--- src/rtl/tcp_pkg.sv ---
// Shared types for the TCP handshake endpoints: FSM states,
// flag bit positions and the segment bundle.
package tcp_pkg;

   typedef enum logic [2:0] {
      CLOSED      = 3'd0,
      SYN_SENT    = 3'd1,
      ESTABLISHED = 3'd2,
      FIN_WAIT    = 3'd3,
      FAILED      = 3'd4
   } tcp_state_t;

   localparam int FLAG_SYN = 0;
   localparam int FLAG_ACK = 1;
   localparam int FLAG_FIN = 2;

   localparam logic [2:0] SEG_SYN = 3'b001;
   localparam logic [2:0] SEG_ACK = 3'b010;
   localparam logic [2:0] SEG_FIN = 3'b100;

   localparam int SEQ_W_MAX = 32;

   typedef struct packed {
      logic [2:0]           flags;
      logic [SEQ_W_MAX-1:0] seq;
      logic [SEQ_W_MAX-1:0] ack;
   } tcp_seg_t;

endpackage

--- src/rtl/tcp_retry_timer.sv ---
// Response timer plus bounded retry counter, shared by the
// client and server handshake endpoints.
module tcp_retry_timer #(
   parameter int TIMEOUT   = 16,
   parameter int MAX_RETRY = 3
) (
   input  logic clock,
   input  logic rst,
   input  logic clear,
   input  logic run,
   output logic expire,
   output logic exhausted
);

   localparam int TW = $clog2(TIMEOUT);
   localparam int RW = $clog2(MAX_RETRY + 2);
   localparam logic [TW-1:0] T_LAST = TW'(TIMEOUT - 1);
   localparam logic [RW-1:0] R_MAX  = RW'(MAX_RETRY);

   logic [TW-1:0] timer;
   logic [RW-1:0] retry;

   assign expire    = run && (timer == T_LAST);
   assign exhausted = (retry == R_MAX);

   always_ff @(posedge clock) begin
      if (rst || clear) begin
         timer <= '0;
         retry <= '0;
      end else if (run) begin
         if (expire) begin
            timer <= '0;
            if (!exhausted) retry <= retry + 1'b1;
         end else begin
            timer <= timer + 1'b1;
         end
      end
   end

endmodule

--- src/rtl/tcp_client_endpoint.sv ---
// Client-side SYN/SYN_ACK/ACK handshake with FIN teardown.
// Define TCP_CLIENT_RETRY_EN for timeout retransmission and FAILED.
module tcp_client_endpoint #(
   parameter int               SEQ_W     = 8,
   parameter logic [SEQ_W-1:0] ISN       = 8'h10,
   parameter int               TIMEOUT   = 16,
   parameter int               MAX_RETRY = 3
) (
   input  logic             clock,
   input  logic             rst,
   input  logic             Control,
   input  logic             Close,
   input  logic             rx_valid,
   input  logic [2:0]       rx_flags,
   input  logic [SEQ_W-1:0] rx_seq,
   input  logic [SEQ_W-1:0] rx_ack,
   output logic             tx_valid,
   output logic [2:0]       tx_flags,
   output logic [SEQ_W-1:0] tx_seq,
   output logic [SEQ_W-1:0] tx_ack,
   output logic [2:0]       state,
   output logic             established,
   output logic             error
);
   import tcp_pkg::*;

   localparam logic [SEQ_W-1:0] ONE    = SEQ_W'(1);
   localparam logic [SEQ_W-1:0] ISN_P1 = ISN + ONE;
   localparam logic [SEQ_W-1:0] ISN_P2 = ISN_P1 + ONE;

   tcp_state_t       state_q, state_n;
   logic [SEQ_W-1:0] peer_q, peer_n;
   logic             txv_n;
   logic [2:0]       flags_n;
   logic [SEQ_W-1:0] seq_n, ack_n;
   logic             est_q;
   logic             expire, exhausted, tmr_clear, tmr_run;
   logic             syn_ack_ok, fin_in, fin_ack_ok;

   assign syn_ack_ok = rx_valid && rx_flags[FLAG_SYN] && rx_flags[FLAG_ACK]
                       && (rx_ack == ISN_P1);
   assign fin_in     = rx_valid && rx_flags[FLAG_FIN];
   assign fin_ack_ok = rx_valid && rx_flags[FLAG_ACK] && (rx_ack == ISN_P2);
   assign tmr_run    = (state_q == SYN_SENT) || (state_q == FIN_WAIT);

   always_comb begin
      state_n   = state_q;
      peer_n    = peer_q;
      txv_n     = 1'b0;
      flags_n   = tx_flags;
      seq_n     = tx_seq;
      ack_n     = tx_ack;
      tmr_clear = 1'b0;
      unique case (state_q)
         CLOSED: begin
            if (Control) begin
               txv_n     = 1'b1;
               flags_n   = SEG_SYN;
               seq_n     = ISN;
               ack_n     = '0;
               tmr_clear = 1'b1;
               state_n   = SYN_SENT;
            end
         end
         SYN_SENT: begin
            if (syn_ack_ok) begin
               peer_n  = rx_seq;
               txv_n   = 1'b1;
               flags_n = SEG_ACK;
               seq_n   = ISN_P1;
               ack_n   = rx_seq + ONE;
               state_n = ESTABLISHED;
            end else if (expire) begin
               if (exhausted) state_n = FAILED;
               else           txv_n   = 1'b1;
            end
         end
         ESTABLISHED: begin
            if (fin_in) begin
               txv_n   = 1'b1;
               flags_n = SEG_ACK;
               seq_n   = ISN_P1;
               ack_n   = rx_seq + ONE;
               state_n = CLOSED;
            end else if (Close) begin
               txv_n     = 1'b1;
               flags_n   = SEG_FIN;
               seq_n     = ISN_P1;
               ack_n     = peer_q + ONE;
               tmr_clear = 1'b1;
               state_n   = FIN_WAIT;
            end
         end
         FIN_WAIT: begin
            if (fin_ack_ok) begin
               state_n = CLOSED;
            end else if (expire) begin
               if (exhausted) state_n = FAILED;
               else           txv_n   = 1'b1;
            end
         end
         FAILED: begin
            if (!Control) state_n = CLOSED;
         end
         default: state_n = CLOSED;
      endcase
   end

   always_ff @(posedge clock) begin
      if (rst) begin
         state_q  <= CLOSED;
         peer_q   <= '0;
         tx_valid <= 1'b0;
         tx_flags <= '0;
         tx_seq   <= '0;
         tx_ack   <= '0;
         est_q    <= 1'b0;
      end else begin
         state_q  <= state_n;
         peer_q   <= peer_n;
         tx_valid <= txv_n;
         tx_flags <= flags_n;
         tx_seq   <= seq_n;
         tx_ack   <= ack_n;
         est_q    <= (state_n == ESTABLISHED);
      end
   end

   assign state       = state_q;
   assign established = est_q;

`ifdef TCP_CLIENT_RETRY_EN
   logic err_q;

   tcp_retry_timer #(
      .TIMEOUT   (TIMEOUT),
      .MAX_RETRY (MAX_RETRY)
   ) u_timer (
      .clock     (clock),
      .rst       (rst),
      .clear     (tmr_clear),
      .run       (tmr_run),
      .expire    (expire),
      .exhausted (exhausted)
   );

   always_ff @(posedge clock) begin
      if (rst) err_q <= 1'b0;
      else     err_q <= (state_n == FAILED);
   end

   assign error = err_q;
`else
   logic unused_tmr;

   assign expire     = 1'b0;
   assign exhausted  = 1'b0;
   assign unused_tmr = tmr_clear ^ tmr_run;
   assign error      = 1'b0;
`endif

endmodule
--- config.mk ---
export PLATFORM = sky130hd
export DESIGN_NAME = tcp_client_endpoint
export DESIGN_NICKNAME = d
export VERILOG_FILES = /design/src/rtl/tcp_pkg.sv /design/src/rtl/tcp_retry_timer.sv /design/src/rtl/tcp_client_endpoint.sv
export SDC_FILE = /design/constraint.sdc
export NUM_CORES = 1
export LEC_CHECK = 0
export ABC_AREA = 1
export ABC_CLOCK_PERIOD_IN_PS = 1350
export CAP_MARGIN = 0
export CORE_MARGIN = 2
export CORE_UTILIZATION = 55
export DETAILED_ROUTE_END_ITERATION = 10
export DONT_BUFFER_PORTS = 1
export GPL_TIMING_DRIVEN = 0
export PLACE_DENSITY = 0.73
export SLEW_MARGIN = 0
export SYNTH_ARGS = -nofsm -noshare
export SYNTH_HDL_FRONTEND = slang
export SYNTH_SLANG_ARGS = --single-unit
--- constraint.sdc ---
create_clock -name clock -period 1.35 [get_ports clock]
set_input_delay 0.27 -clock clock [delete_from_list [all_inputs] [get_ports clock]]
set_output_delay 0.27 -clock clock [all_outputs]
set_load 0.02 [all_outputs]
Word-level counts from Yosys, hierarchy flattened
Index checks and enable logic that the tools add are counted.
{"block": "totals", "regBits": 32, "input_bits": 24, "out_inout_bits": 25}
{"block": "classes", "addsub": 2, "eq_ne": 10, "mux": 27, "n_reduce_logical": 10}
{"cell": "two-way mux 8 bit", "n": 8}
{"cell": "one-hot mux 8 bit (3 select lines)", "n": 2}
{"cell": "two-way mux 3 bit", "n": 10}
{"cell": "adder 8 x 1 -> 8 bit, second input constant", "n": 2}
{"cell": "equality test 8 x 5 -> 1 bit, second input constant", "n": 2}
{"cell": "one-hot mux 3 bit (5 select lines)", "n": 1}
{"cell": "equality test 3 x 2 -> 1 bit, second input constant", "n": 3}
{"cell": "one-hot mux 3 bit (3 select lines)", "n": 1}
{"cell": "logical AND 1 bit", "n": 6}
{"cell": "two-way mux 1 bit", "n": 4}
{"cell": "inequality test 2 bit, second input constant", "n": 2}
{"cell": "AND reduction 4 bit", "n": 1}
{"cell": "equality test 3 x 1 -> 1 bit, second input constant", "n": 1}
{"cell": "equality test 3 bit, second input constant", "n": 1}
{"cell": "logical NOT 3 bit", "n": 1}
{"cell": "inequality test 3 bit, second input constant", "n": 1}
{"cell": "one-hot mux 1 bit (3 select lines)", "n": 1}
{"cell": "nonzero test 3 bit", "n": 1}
{"cell": "AND reduction 2 bit", "n": 1}

Logic depth before layout (Yosys ltp)
{"block": "depth", "depth_word": 6, "depth_mapped": 10}

Worst setup path before layout
OpenSTA, ideal clock, no wires.
{"block": "synth_path", "kind": "reg-to-reg", "startpoint": "register state_q[1] (netlist: state[1])", "endpoint": "register tx_flags[1]", "setup_time_ns": 0.116, "arrival_time_ns": 1.286, "required_time_ns": 1.234, "slack_ns": -0.052, "path_stages_with_launch": 9, "n_path_buf": 1, "path_cell_list": "dfxtp_1 inv_1 nand2_2 inv_4 nand3_4 nand2_4 buf_12 o211ai_1 inv_1"}
{"block": "synth_between", "elab_chain_len": 3}
{"element": "start: declaration", "line_no": "tcp_client_endpoint.sv:31", "source": "tcp_state_t state_q, state_n;"}
{"element": "start signal: assignment", "line_no": "tcp_client_endpoint.sv:119", "source": "state_q <= state_n;"}
{"element": "equality test 3 x 2 -> 1 bit (tied with other cells)"}
{"element": "inequality test 3 bit (no source line) (tied with other cells)"}
{"element": "AND reduction 4 bit (no source line)"}
{"element": "end signal: assignment", "line_no": "tcp_client_endpoint.sv:122", "source": "tx_flags <= flags_n;"}
{"element": "end: declaration", "line_no": "tcp_client_endpoint.sv:18", "source": "output logic [2:0] tx_flags,"}
Several ways; a longest one is shown, not always the timed one.
A chain may end at the register's enable or synchronous reset.

Worst setup path after layout
{"block": "layout_path", "startpoint": "register state_q[0] (netlist: state[0])", "endpoint": "register tx_ack[2]"}
{"block": "layout_between", "elab_chain_len": 3}
{"element": "equality test 3 x 2 -> 1 bit (tied with other cells)"}
{"element": "inequality test 3 bit (no source line) (tied with other cells)"}
{"element": "AND reduction 4 bit (no source line)"}
{"element": "end signal: assignment", "line_no": "tcp_client_endpoint.sv:124", "source": "tx_ack <= ack_n;"}
{"element": "end: declaration", "line_no": "tcp_client_endpoint.sv:20", "source": "output logic [SEQ_W-1:0] tx_ack,"}
Several ways; a longest one is shown, not always the timed one.

==> results.toml <==
[status]
status = "complete, but fails checks"
violations = "setup timing"

[final_layout]
drive_gt1_frac = 0.257
final_cell_mix = "nand2_1 (45), inv_1 (29), nor2_1 (23), nand3_1 (23), dfxtp_1 (21)"
seqCellArea_um2 = 534
multi_input_area_um2 = 933
fin_area_um2 = 1850
final_common_cell = "nand2_1"
fin_util = 0.677
areaGrowthSynthToFinish_pct = 17.1
layout.cells.non_filler = 276
fill_cells = 235
num_antenna_cells = 0
final_nets = 272

[cts]
cts_root_buffer = "clkbuf_4"
clock-sinks = 26
clk_pin_slew_ns = 0.16
cts_tree = "done"
clk_latency_ns = 0.33
cts_hold_buf = 0
ctsLongestPathBuffers = 2
numCtsBuffers = 3
htree_levels = 1

[synthesis]
yosysWarnings = 0
synthTopCellsByArea = "dfxtp_1 (33%), nand2_1 (12%), nand3_1 (7.6%)"
syn-instance-count = 229
synth_top_area_frac = 0.329
ys_ff_latch = 26
avgSynthCellArea_um2 = 6.91
yosys.area.top_type = "dfxtp_1"
ys_seq_area_frac = 0.329
synth_cell_types = 31
synth.cell_area_um2 = 1580

[route]
drt-wirelength-per-cell_um = 13.4
drtIter0Drc = 56
avgViaCountPerCell = 5.34
vias = 1475
dr.pass1.iters = 4
drtAntennaViolNets = 0
drc = 0
wl_mm = 3.69

[sta]
setup_viol = 14
finalCritPeriodShare = 1.04
fmax_mhz = 714
fin_setup_tns_ns = -0.383
grt_setup_unrepaired = "yes"
tightest_slew_ns = 0.690
layout_min_cycle_time_ns = 1.40
drv_slew = 0
worst_slack_ns = -0.0505
hold_violations = 0
worst_clock_skew_ns = 0.0123
maxSlewHeadroom = 0.540

[pwr]
vdd_ir_drop_max_mv = 0.926
power.leakage_uw = 0.000844
power_density_nw_per_um2 = 922

[global_route]
antenna_found_initial = 0
gr-total-overflow = 0
grt_util_all_layers = 0.219
grt_start_max_net_pins = 16
grt_pass1_wl_mm = 5.63
grt_pass1_vias = 1248

[flow_run]
cap_violations = 0

[floorplanning]
die_h_um = 57.6
core_area_um2 = 2730
boundaryPins = 49
rows = 19
start_util = 0.578
die_w_um = 57.6
dieArea_um2 = 3320

[setup_path]
r2r-start = "state[0]$_SDFF_PP0_"
arrival_ns = 1.67
r2r_end = "tx_ack[2]$_SDFFE_PP0P_"
critPathTopFamily = "simple AND/OR/NAND/NOR gates"
cp-start-kind = "register"
path_class = "register to register"
critical-path-max-stage-delay_ns = 0.45
crit_required_ns = 1.62
timing.reg2reg.setup_slack_ns = -0.05
cp-end-kind = "register"
critPathMostFrequentCell = "inv_4"
worstPathCellList = "inv_4, nor2_4, nand2_4, inv_4, nand3_4, nand2_8, clkbuf_16, o21ai_2, a21oi_2"
ff2ff_path_depth = 9
path_buf_inv = 3
cp_max_fo = 9
cp_slowest_cell = "dfxtp_4"

[min_path]
hp-class = "input port to register"
hold_path_end = "state[2]$_SDFF_PP0_"
min_from = "Control"
holdPathStages = 2

[placed_design]
dp.cells = 266
dp_hpwl_mm = 2.61
dpl_cell_area_um2 = 1650
routabilityCongestion = 0.820
place_ws_ns = -0.118
port_buffers = 0
==> kinds of logic (layout without fill, tap and decap cells) <==
family / Yosys count / in the layout / synth area share
simple gates: 117 / 117 / 0.357
buf+inv: 46 / 56 / 0.140
compound gates: 33 / 33 / 0.134
flops: 26 / 26 / 0.329
xor+xnor: 4 / 4 / 0.0222
fa+ha+maj: 2 / 2 / 0.0158
other cells: 1 / 7 / 0.00237
==> how the worst max path moves through the flow <==
| stage | start | endpoint | slack, ns | cells past startpoint |
|---|---|---|---|---|
| finish | state[0]$_SDFF_PP0_ | tx_ack[2]$_SDFFE_PP0P_ | -0.05 | 9 |
| global route | state[0]$_SDFF_PP0_ | tx_ack[5]$_SDFFE_PP0P_ | -0.15 | 10 |
| CTS | state[0]$_SDFF_PP0_ | tx_ack[1]$_SDFFE_PP0P_ | -0.008 | 9 |
| detailed placement | state[0]$_SDFF_PP0_ | peer_q[6]$_SDFFE_PP0P_ | -0.12 | 7 |
| global placement | state[0]$_SDFF_PP0_ | peer_q[5]$_SDFFE_PP0P_ | -0.12 | 7 |
| floorplan | state[1]$_SDFF_PP0_ | tx_flags[1]$_SDFFE_PP0P_ | 0.06 | 8 |
==> sequential cells by signal (all words and copies together) (netlist names) <==
name and count:
tx_valid 1, peer_q 8, tx_seq 2, tx_flags 3, established 1, state 3, tx_ack 8
==> routing by layer <==
layer  global-route usage  up-vias  routed length, um  share of wire
met5                    0        -                  0              0
met4               0.0399        0                 50          0.014
met3               0.0469        6                266          0.072
met2                0.375       57               1870           0.51
met1                0.288      657               1510           0.41
li1                     -      755                  -              -
==> what timing repair did <==
item | CTS | global route
setup endpoints to repair | 24 | 24
buffers inserted | 4 | 1
cloned | 0 | 1
gates resized for setup | 16 | 14
pin swaps | 5 | 3
==> cell type report <==
| class | count | area share |
|---|---|---|
| clock buffers | 3 | 0.0122 |
| inverters | 35 | 0.0750 |
| clock inverters | 1 | 0.0162 |
| plain buffers | 11 | 0.0493 |
| flip-flops and latches | 26 | 0.289 |
| repair buffers | 6 | 0.0338 |
| well taps | 31 | 0.0209 |
| multi-input cells | 163 | 0.504 |
==> where the power goes <==
| part | switching (uW) | leakage, uW | internal, uW |
|---|---|---|---|
| clock network | 247 | 0.0000279 | 300 |
| logic | 180 | 0.000601 | 121 |
| registers | 63.7 | 0.000215 | 795 |
| total | 490 | 0.000844 | 1220 |
==> cell usage after synthesis <==
library cell   n
o22ai_1        1
nor3_1         2
nor2_4         3
o21ai_1        1
xor2_1         3
ha_1           2
nor2_2         3
nand3_1       24
nand4_1        3
buf_4          8
a21oi_2        4
clkbuf_1       2
a21oi_1        7
inv_2          3
o21ai_2        2
o211ai_1       1
inv_1         31
nand3_4        1
o21ai_0        9
xnor2_1        1
nor2_1        24
a211oi_1       8
nand2_1       49
buf_12         1
inv_4          1
or2_4          1
nand2_4        1
nand2_2        5
dfxtp_1       26
conb_1         1
nor2_8         1
==> through the flow <==
| step | hold slack [ns] | power, uW |
|---|---|---|
| detailed placement | 0.418 | 1130 |
| CTS | 0.0510 | 1680 |
| finish | 0.0559 | 1710 |
| floorplan | 0.403 | 1090 |
| global route | 0.0469 | 1770 |
| global placement | 0.417 | 1120 |
No activity file was read; power rests on OpenSTA's default activity.
